File: src/rtl/preset_bank_sequencer.sv
// Preset sequencer for a negedge flop bank with per-group active-low async set.
// Gates the bank clock and releases SETN groups one at a time to limit simultaneous switching.
module preset_bank_sequencer #(
    parameter int unsigned NGROUPS     = 4,
    parameter int unsigned HOLD_CYCLES = 4,
    parameter int unsigned GAP_CYCLES  = 2
) (
    input  logic               CLK,
    input  logic               RN,
    input  logic               REQ,
    input  logic [NGROUPS-1:0] MASK,
    output logic               ACK,
    output logic               BUSY,
    output logic               CLK_EN,
    output logic [NGROUPS-1:0] SETN_OUT
);

    localparam int unsigned MaxCycles = (HOLD_CYCLES > GAP_CYCLES) ? HOLD_CYCLES : GAP_CYCLES;
    localparam int unsigned CntW      = $clog2(MaxCycles + 1);

    localparam logic [CntW-1:0] HoldLast = CntW'(HOLD_CYCLES - 1);
    localparam logic [CntW-1:0] GapLast  = CntW'(GAP_CYCLES - 1);

    localparam logic [2:0] StIdle    = 3'd0;
    localparam logic [2:0] StGate    = 3'd1;
    localparam logic [2:0] StAssert  = 3'd2;
    localparam logic [2:0] StRelease = 3'd3;
    localparam logic [2:0] StDone    = 3'd4;

    logic [2:0]         state_q, state_d;
    logic [CntW-1:0]    cnt_q, cnt_d;
    // Groups still waiting for release; bits are cleared as each group goes high.
    logic [NGROUPS-1:0] mask_q, mask_d;
    logic [NGROUPS-1:0] setn_q, setn_d;
    logic               ack_q, ack_d;
    logic               busy_q, busy_d;
    logic               clk_en_q, clk_en_d;
    // Set when the running sequence came out of reset, so completion skips ACK.
    logic               auto_q, auto_d;
    logic [NGROUPS-1:0] low_bit;

    assign low_bit = mask_q & (~mask_q + NGROUPS'(1));

    always_comb begin
        state_d  = state_q;
        cnt_d    = cnt_q;
        mask_d   = mask_q;
        setn_d   = setn_q;
        ack_d    = ack_q;
        busy_d   = busy_q;
        clk_en_d = clk_en_q;
        auto_d   = auto_q;

        case (state_q)
            StIdle: begin
                if (REQ) begin
                    busy_d = 1'b1;
                    auto_d = 1'b0;
                    if (MASK != '0) begin
                        mask_d   = MASK;
                        clk_en_d = 1'b0;
                        state_d  = StGate;
                    end else begin
                        ack_d   = 1'b1;
                        state_d = StDone;
                    end
                end
            end
            StGate: begin
                setn_d  = setn_q & ~mask_q;
                cnt_d   = '0;
                state_d = StAssert;
            end
            StAssert: begin
                if (cnt_q == HoldLast) begin
                    setn_d  = setn_q | low_bit;
                    mask_d  = mask_q & ~low_bit;
                    cnt_d   = '0;
                    state_d = StRelease;
                end else begin
                    cnt_d = cnt_q + CntW'(1);
                end
            end
            StRelease: begin
                if (cnt_q == GapLast) begin
                    cnt_d = '0;
                    if (mask_q != '0) begin
                        setn_d = setn_q | low_bit;
                        mask_d = mask_q & ~low_bit;
                    end else begin
                        clk_en_d = 1'b1;
                        if (auto_q) begin
                            busy_d  = 1'b0;
                            state_d = StIdle;
                        end else begin
                            ack_d   = 1'b1;
                            state_d = StDone;
                        end
                    end
                end else begin
                    cnt_d = cnt_q + CntW'(1);
                end
            end
            StDone: begin
                if (!REQ) begin
                    ack_d   = 1'b0;
                    busy_d  = 1'b0;
                    state_d = StIdle;
                end
            end
            default: state_d = StIdle;
        endcase
    end

    always_ff @(posedge CLK or negedge RN) begin
        if (!RN) begin
            state_q  <= StAssert;
            cnt_q    <= '0;
            mask_q   <= '1;
            setn_q   <= '0;
            ack_q    <= 1'b0;
            busy_q   <= 1'b1;
            clk_en_q <= 1'b0;
            auto_q   <= 1'b1;
        end else begin
            state_q  <= state_d;
            cnt_q    <= cnt_d;
            mask_q   <= mask_d;
            setn_q   <= setn_d;
            ack_q    <= ack_d;
            busy_q   <= busy_d;
            clk_en_q <= clk_en_d;
            auto_q   <= auto_d;
        end
    end

    assign ACK      = ack_q;
    assign BUSY     = busy_q;
    assign CLK_EN   = clk_en_q;
    assign SETN_OUT = setn_q;

endmodule

File: config.mk
export PLATFORM = sky130hd
export DESIGN_NAME = preset_bank_sequencer
export DESIGN_NICKNAME = d
export VERILOG_FILES = /design/src/rtl/preset_bank_sequencer.sv
export SDC_FILE = /design/constraint.sdc
export NUM_CORES = 1
export LEC_CHECK = 0
export ABC_AREA = 1
export BUFFER_PORTS_ARGS = -buffer_cell sky130_fd_sc_hd__buf_2
export CAP_MARGIN = 20
export CORE_ASPECT_RATIO = 1.1
export CORE_MARGIN = 4
export CORE_UTILIZATION = 48
export DETAILED_ROUTE_END_ITERATION = 12
export PLACE_DENSITY_LB_ADDON = 0.15
export RECOVER_POWER = 25
export SLEW_MARGIN = 10
export SYNTH_ARGS = -nofsm -noshare
export SYNTH_HDL_FRONTEND = slang
export SYNTH_SLANG_ARGS = --single-unit
export TNS_END_PERCENT = 50
File: constraint.sdc
create_clock -name CLK -period 3 [get_ports CLK]
set_input_delay 0.15 -clock CLK [delete_from_list [all_inputs] [get_ports CLK]]
set_output_delay 0.15 -clock CLK [all_outputs]
set_load 0.005 [all_outputs]
==> After elaboration in Yosys (flattened, before gate mapping) <==
Index checks and enable logic that the tools add are counted.
{ "totals": {"regBits": 18, "wordCells": 84} }
{ "classes": {"n_eq_ne": 16, "bitwise_logic": 6, "n_reduce_logical": 14, "n_addsub": 2, "n_mux": 38} }
{ "op_table": {"columns": ["op", "n"], "rows": [
  ["4-bit 2-to-1 mux", 8],
  ["3-bit 2-to-1 mux", 9],
  ["4-bit one-hot mux with 3 select lines", 2],
  ["2-bit inequality test, second input constant", 10],
  ["3-bit one-hot mux with 5 select lines", 1],
  ["1-bit 2-to-1 mux", 14],
  ["4-bit bitwise AND", 3],
  ["6-bit AND reduction", 2],
  ["5-bit AND reduction", 2],
  ["3-bit by 2-bit == test with 1-bit output, second input constant", 3],
  ["3-bit one-hot mux with 3 select lines", 1],
  ["3-bit nonzero test", 3],
  ["4-bit NOT", 2],
  ["4-bit nonzero test", 2],
  ["7-bit AND reduction", 1],
  ["3-bit by 1-bit == test with 1-bit output, second input constant", 2],
  ["1-bit one-hot mux with 3 select lines", 2],
  ["4-bit by 1-bit adder with 4-bit output, second input constant", 1],
  ["4-bit bitwise OR", 1],
  ["4-bit AND reduction", 1],
  ["3-bit by 1-bit adder with 3-bit output, second input constant", 1],
  ["3-bit == test, second input constant", 1],
  ["3-bit logical NOT", 1],
  ["1-bit one-hot mux with 2 select lines", 1],
  ["2 further kinds", 2]
]} }

==> Longest topological paths before layout <==
{ "logic_depth": {"word_depth": 8, "mapped_depth": 10, "ltp_nobuf": 10} }

==> Worst setup path before layout <==
No wires, ideal clock.
{ "synth_timing": {"path_kind": "flip-flop to flip-flop", "startpoint": "register cnt_q[0]", "endpoint": "register setn_q[3], in the netlist SETN_OUT[3]", "stages_incl_launch_ff": 9, "setup_slack_ps": 1648, "t_arrival_ps": 1235, "setup_ps": 116, "required_time_ps": 2884, "period_less_slack_ps": 1352, "path_cell_list": "dfrtp_1 -> ha_1 -> ha_1 -> nor2_1 -> nor2_4 -> nand2_2 -> inv_2 -> nand2_1 -> nand2_1"} }
{ "synth_between": {"elab_chain_len": 3} }
{ "synth_rtl": {"columns": ["item", "line_no", "text"], "rows": [
  ["start, declared", "31", "logic [CntW-1:0] cnt_q, cnt_d;"],
  ["start signal, assigned", "127", "cnt_q <= cnt_d;"],
  ["3-bit by 1-bit == test with 1-bit output / 3-bit by 2-bit == test with 1-bit output (equally long branches)", "85, 75", null],
  ["2-bit inequality test (no source line)", null, null],
  ["4-bit AND reduction (no source line) *", null, null],
  ["end signal, assigned", "129", "setn_q <= setn_d;"],
  ["end, declared", "34", "logic [NGROUPS-1:0] setn_q, setn_d;"]
]} }
Every way passes the cells marked *; elsewhere a longest branch is shown, timed or not.
A chain may end at the register's enable or synchronous reset.

==> Final worst setup path <==
Ends and elaborated chain as after synthesis.

==> impl_metrics.csv <==
group,metric,value,unit
status,run_status,"complete, no violations",
setup_path,arrival,1.64,ns
place,globalplace.congestion,0.875,
timing,max_slew.worst_pin.slew,0.974,ns
setup_path,start_kind,"register",
synthesis,yosysWarnings,0,
synthesis,yosysTopAreaCellShare,24.3,%
timing,final.setup.tns,0,ns
clock_tree,cts_tree,"done",
cells_and_area,post_layout_cell_count,212,
clock_tree,cts-buffers-inserted,3,
timing,timing_max_transition_violations_final,0,
cells_and_area,relative_area_change_from_synthesis_to_final_layout,12.2,%
power,p_int,0.699,mW
floorplan,die_w,54.3,um
clock_tree,cts_hold_buffers,1,
synthesis,synth_top_cells_by_area,"sky130_fd_sc_hd__dfrtp_1, sky130_fd_sc_hd__nand2_1, sky130_fd_sc_hd__dfstp_2",
cells_and_area,num_antenna_cells,0,
floorplan,floorplan.rows,18,
hold_path,hold_path_class,"primary input to register",
floorplan,io-pin-count,14,
cells_and_area,stdcell_area,1270,sq um
setup_path,reg2reg_setup_slack,1.54,ns
synthesis,synthesis.area,1130,sq um
clock_tree,cts-htree-levels,1,
route,vias_per_cell,4.95,
place,hpwlAfterDp,1870,um
global_routing,grt_pass1_vias,1010,
cells_and_area,leading_cell_type_in_the_layout_fill_and_taps_excluded,"sky130_fd_sc_hd__nand2_1",
clock_tree,cts_resized,0,
timing,setup-violations-final,0,
cells_and_area,design.final.nets,194,
power,ir_worst_vdd,0.502,mV
power,combinational_power_share,57.7,%
clock_tree,cts-root-buf,"sky130_fd_sc_hd__clkbuf_4",
timing,rsz_0062_raised_after_global_routing,"false",
clock_tree,cts.clk_slew.worst_paths,0.10,ns
power,sequential_power_share,33.5,%
synthesis,synth_cells,164,
global_routing,maximum_number_of_pins_on_one_net_before_global_route_repair,19,
power,power_switching_share,49.6,%
global_routing,globalRouteTotalUtil,17.8,%
route,vias,1049,
synthesis,synthesis.area_per_instance,6.90,sq um
setup_path,setup.worst_path.class,"register to register",
power,share_clk_of_total_power,8.8,%
floorplan,die_height,58.9,um
clock_tree,clkLatencyLatePin,0.28,ns
synthesis,synth-seq-cells,18,
global_routing,first_pass_grt_wire_length,4240,um
timing,worst_max_slew_margin_expressed_relative_to_the_limit,35.1,%
route,dr.first_iter.drc_count,23,
place,placed_cell_area,1230,sq um
cells_and_area,layout.cells.most_common_list,"sky130_fd_sc_hd__nand2_1, sky130_fd_sc_hd__nor2_1, sky130_fd_sc_hd__nand3_1",
power,netSwitchingPower,0.689,mW
route,drt_drc_violations_left,0,
timing,maxClockFrequency,685,MHz
synthesis,synth-seq-area-share,40.6,%
synthesis,yosys.cell_types.count,17,
route,drt_pass1_iterations,4,
global_routing,antenna_found_initial,0,
setup_path,critical_path_rt,3.19,ns
setup_path,crit_path_end_kind,"register",
timing,layout_min_cycle_time,1.46,ns
clock_tree,clk_path_buf_depth,2,
global_routing,gr-total-overflow,0,
timing,fin_skew,0.00112,ns
clock_tree,cts_setup_buffers,0,
power,pwr_dens,1090,nW/um^2
floorplan,design.die.area,3200,sq um
synthesis,synth_fp_nets,175,
timing,post-route-period-util,48.6,%
route,detail-route-antenna-nets,0,
synthesis,netlist.top_cell.by_area,"sky130_fd_sc_hd__dfrtp_1",
route,drt_wl_total,2370,um
power,p_leak,0.714,nW
clock_tree,clock_sinks,18,
route,wl_per_cell,11.2,um
floorplan,starting_density_of_the_core,50.3,%
place,preCtsSetupSlack,1.55,ns
floorplan,core,2250,sq um
place,placement.io_buffers,13,
timing,final.setup.worst_slack,1.54,ns
timing,hold_viol,0,
run,timing.max_cap.violations,0,
cells_and_area,finalCoreUtilization,56.4,%
setup_path,critical_path_peak_fanout,5,
place,post-place-cells,207,
cells_and_area,layout-drive-gt1-share,22.0,%
## through the flow
step	hold WS, ns	total power [mW]
after global placement	0.0986	1.25
after CTS	0.0803	1.40
after floorplan	-0.146	1.08
final	0.0931	1.39
after detailed placement	0.108	1.27
after global routing	0.100	1.56
## worst max-delay path, stage by stage (launching register included)
cell and delay [ns]:
sky130_fd_sc_hd__dfrtp_1 0.42, sky130_fd_sc_hd__ha_1 0.23, sky130_fd_sc_hd__ha_1 0.19, sky130_fd_sc_hd__nor2_1 0.18, sky130_fd_sc_hd__nor2_4 0.07, sky130_fd_sc_hd__nand2_2 0.10, sky130_fd_sc_hd__inv_2 0.05, sky130_fd_sc_hd__nand2_1 0.06
sky130_fd_sc_hd__nand2_1 0.05
## cell families (layout without fill, tap and decap cells)
logic type | after synthesis | in the layout | synth area share, %
fa+ha+maj | 4 | 4 | 4.42
compound gates | 9 | 9 | 4.42
flops | 18 | 18 | 40.6
simple gates | 112 | 112 | 43.6
buf+inv | 21 | 39 | 6.96
## power groups by stage
stage / Sequential [mW] / Clock [mW] / Combinational, mW
6_report: 0.465 / 0.122 / 0.801
5_1_grt: 0.482 / 0.135 / 0.940
4_1_cts: 0.466 / 0.130 / 0.808
3_5_place_dp: 0.470 / 0 / 0.803
3_3_place_gp: 0.464 / 0 / 0.789
2_1_floorplan: 0.454 / 0 / 0.622
## cell type report
type                            count  area (sq um)
Tap cell                           30          37.5
Inverter                           21          78.8
Multi-Input combinational cell    125           594
Fill cell                         243           982
Sequential cell                    18           459
Timing Repair Buffer               14          73.8
Clock buffer                        4          26.3
## synthesized netlist by cell type
| cell | n |
|---|---|
| sky130_fd_sc_hd__nand2_1 | 64 |
| sky130_fd_sc_hd__nor2_1 | 18 |
| sky130_fd_sc_hd__nand3_1 | 17 |
| sky130_fd_sc_hd__inv_1 | 15 |
| sky130_fd_sc_hd__dfrtp_1 | 11 |
| sky130_fd_sc_hd__dfstp_2 | 7 |
| sky130_fd_sc_hd__inv_2 | 6 |
| sky130_fd_sc_hd__o21ai_0 | 5 |
| sky130_fd_sc_hd__ha_1 | 4 |
| sky130_fd_sc_hd__nand2_2 | 4 |
| sky130_fd_sc_hd__nor2_2 | 4 |
| sky130_fd_sc_hd__nor2_4 | 3 |
| sky130_fd_sc_hd__o21ai_1 | 2 |
| sky130_fd_sc_hd__nand2_4 | 1 |
| sky130_fd_sc_hd__nand4_1 | 1 |
| sky130_fd_sc_hd__o221ai_1 | 1 |
| sky130_fd_sc_hd__o22ai_1 | 1 |
## per-layer routing
layer,global-route usage [%],vias to the layer above,part of all wire [%]
met3,2.28,4,4.6
met5,0,-,0
li1,-,544,-
met4,6.41,0,1.1
met1,23.2,476,44
met2,29.7,25,50
## final timing paths
check | from | end | depth (start not counted)
worst max-delay path | cnt_q[0]$_DFFE_PN0P_ | SETN_OUT[3]$_DFFE_PN0P_ | 8
worst min-delay path | MASK[0] | mask_q[0]$_DFFE_PN1P_ | 3
worst max register to register | cnt_q[0]$_DFFE_PN0P_ | SETN_OUT[3]$_DFFE_PN0P_ | 8
worst min register to register | auto_q$_DFFE_PN1P_ | auto_q$_DFFE_PN1P_ | 2
max in group asynchronous | RN | SETN_OUT[2]$_DFFE_PN0P_ | 2
min in group asynchronous | RN | CLK_EN$_DFFE_PN0P_ | 2
## state kept, by name, summed over array words and instances, names as in the netlist, named ones only
name      count
state_q       3
mask_q        4
SETN_OUT      3
cnt_q         3
CLK_EN        1
BUSY          1
auto_q        1
ACK           1
Note: power is estimated with default switching activity, not from simulation.
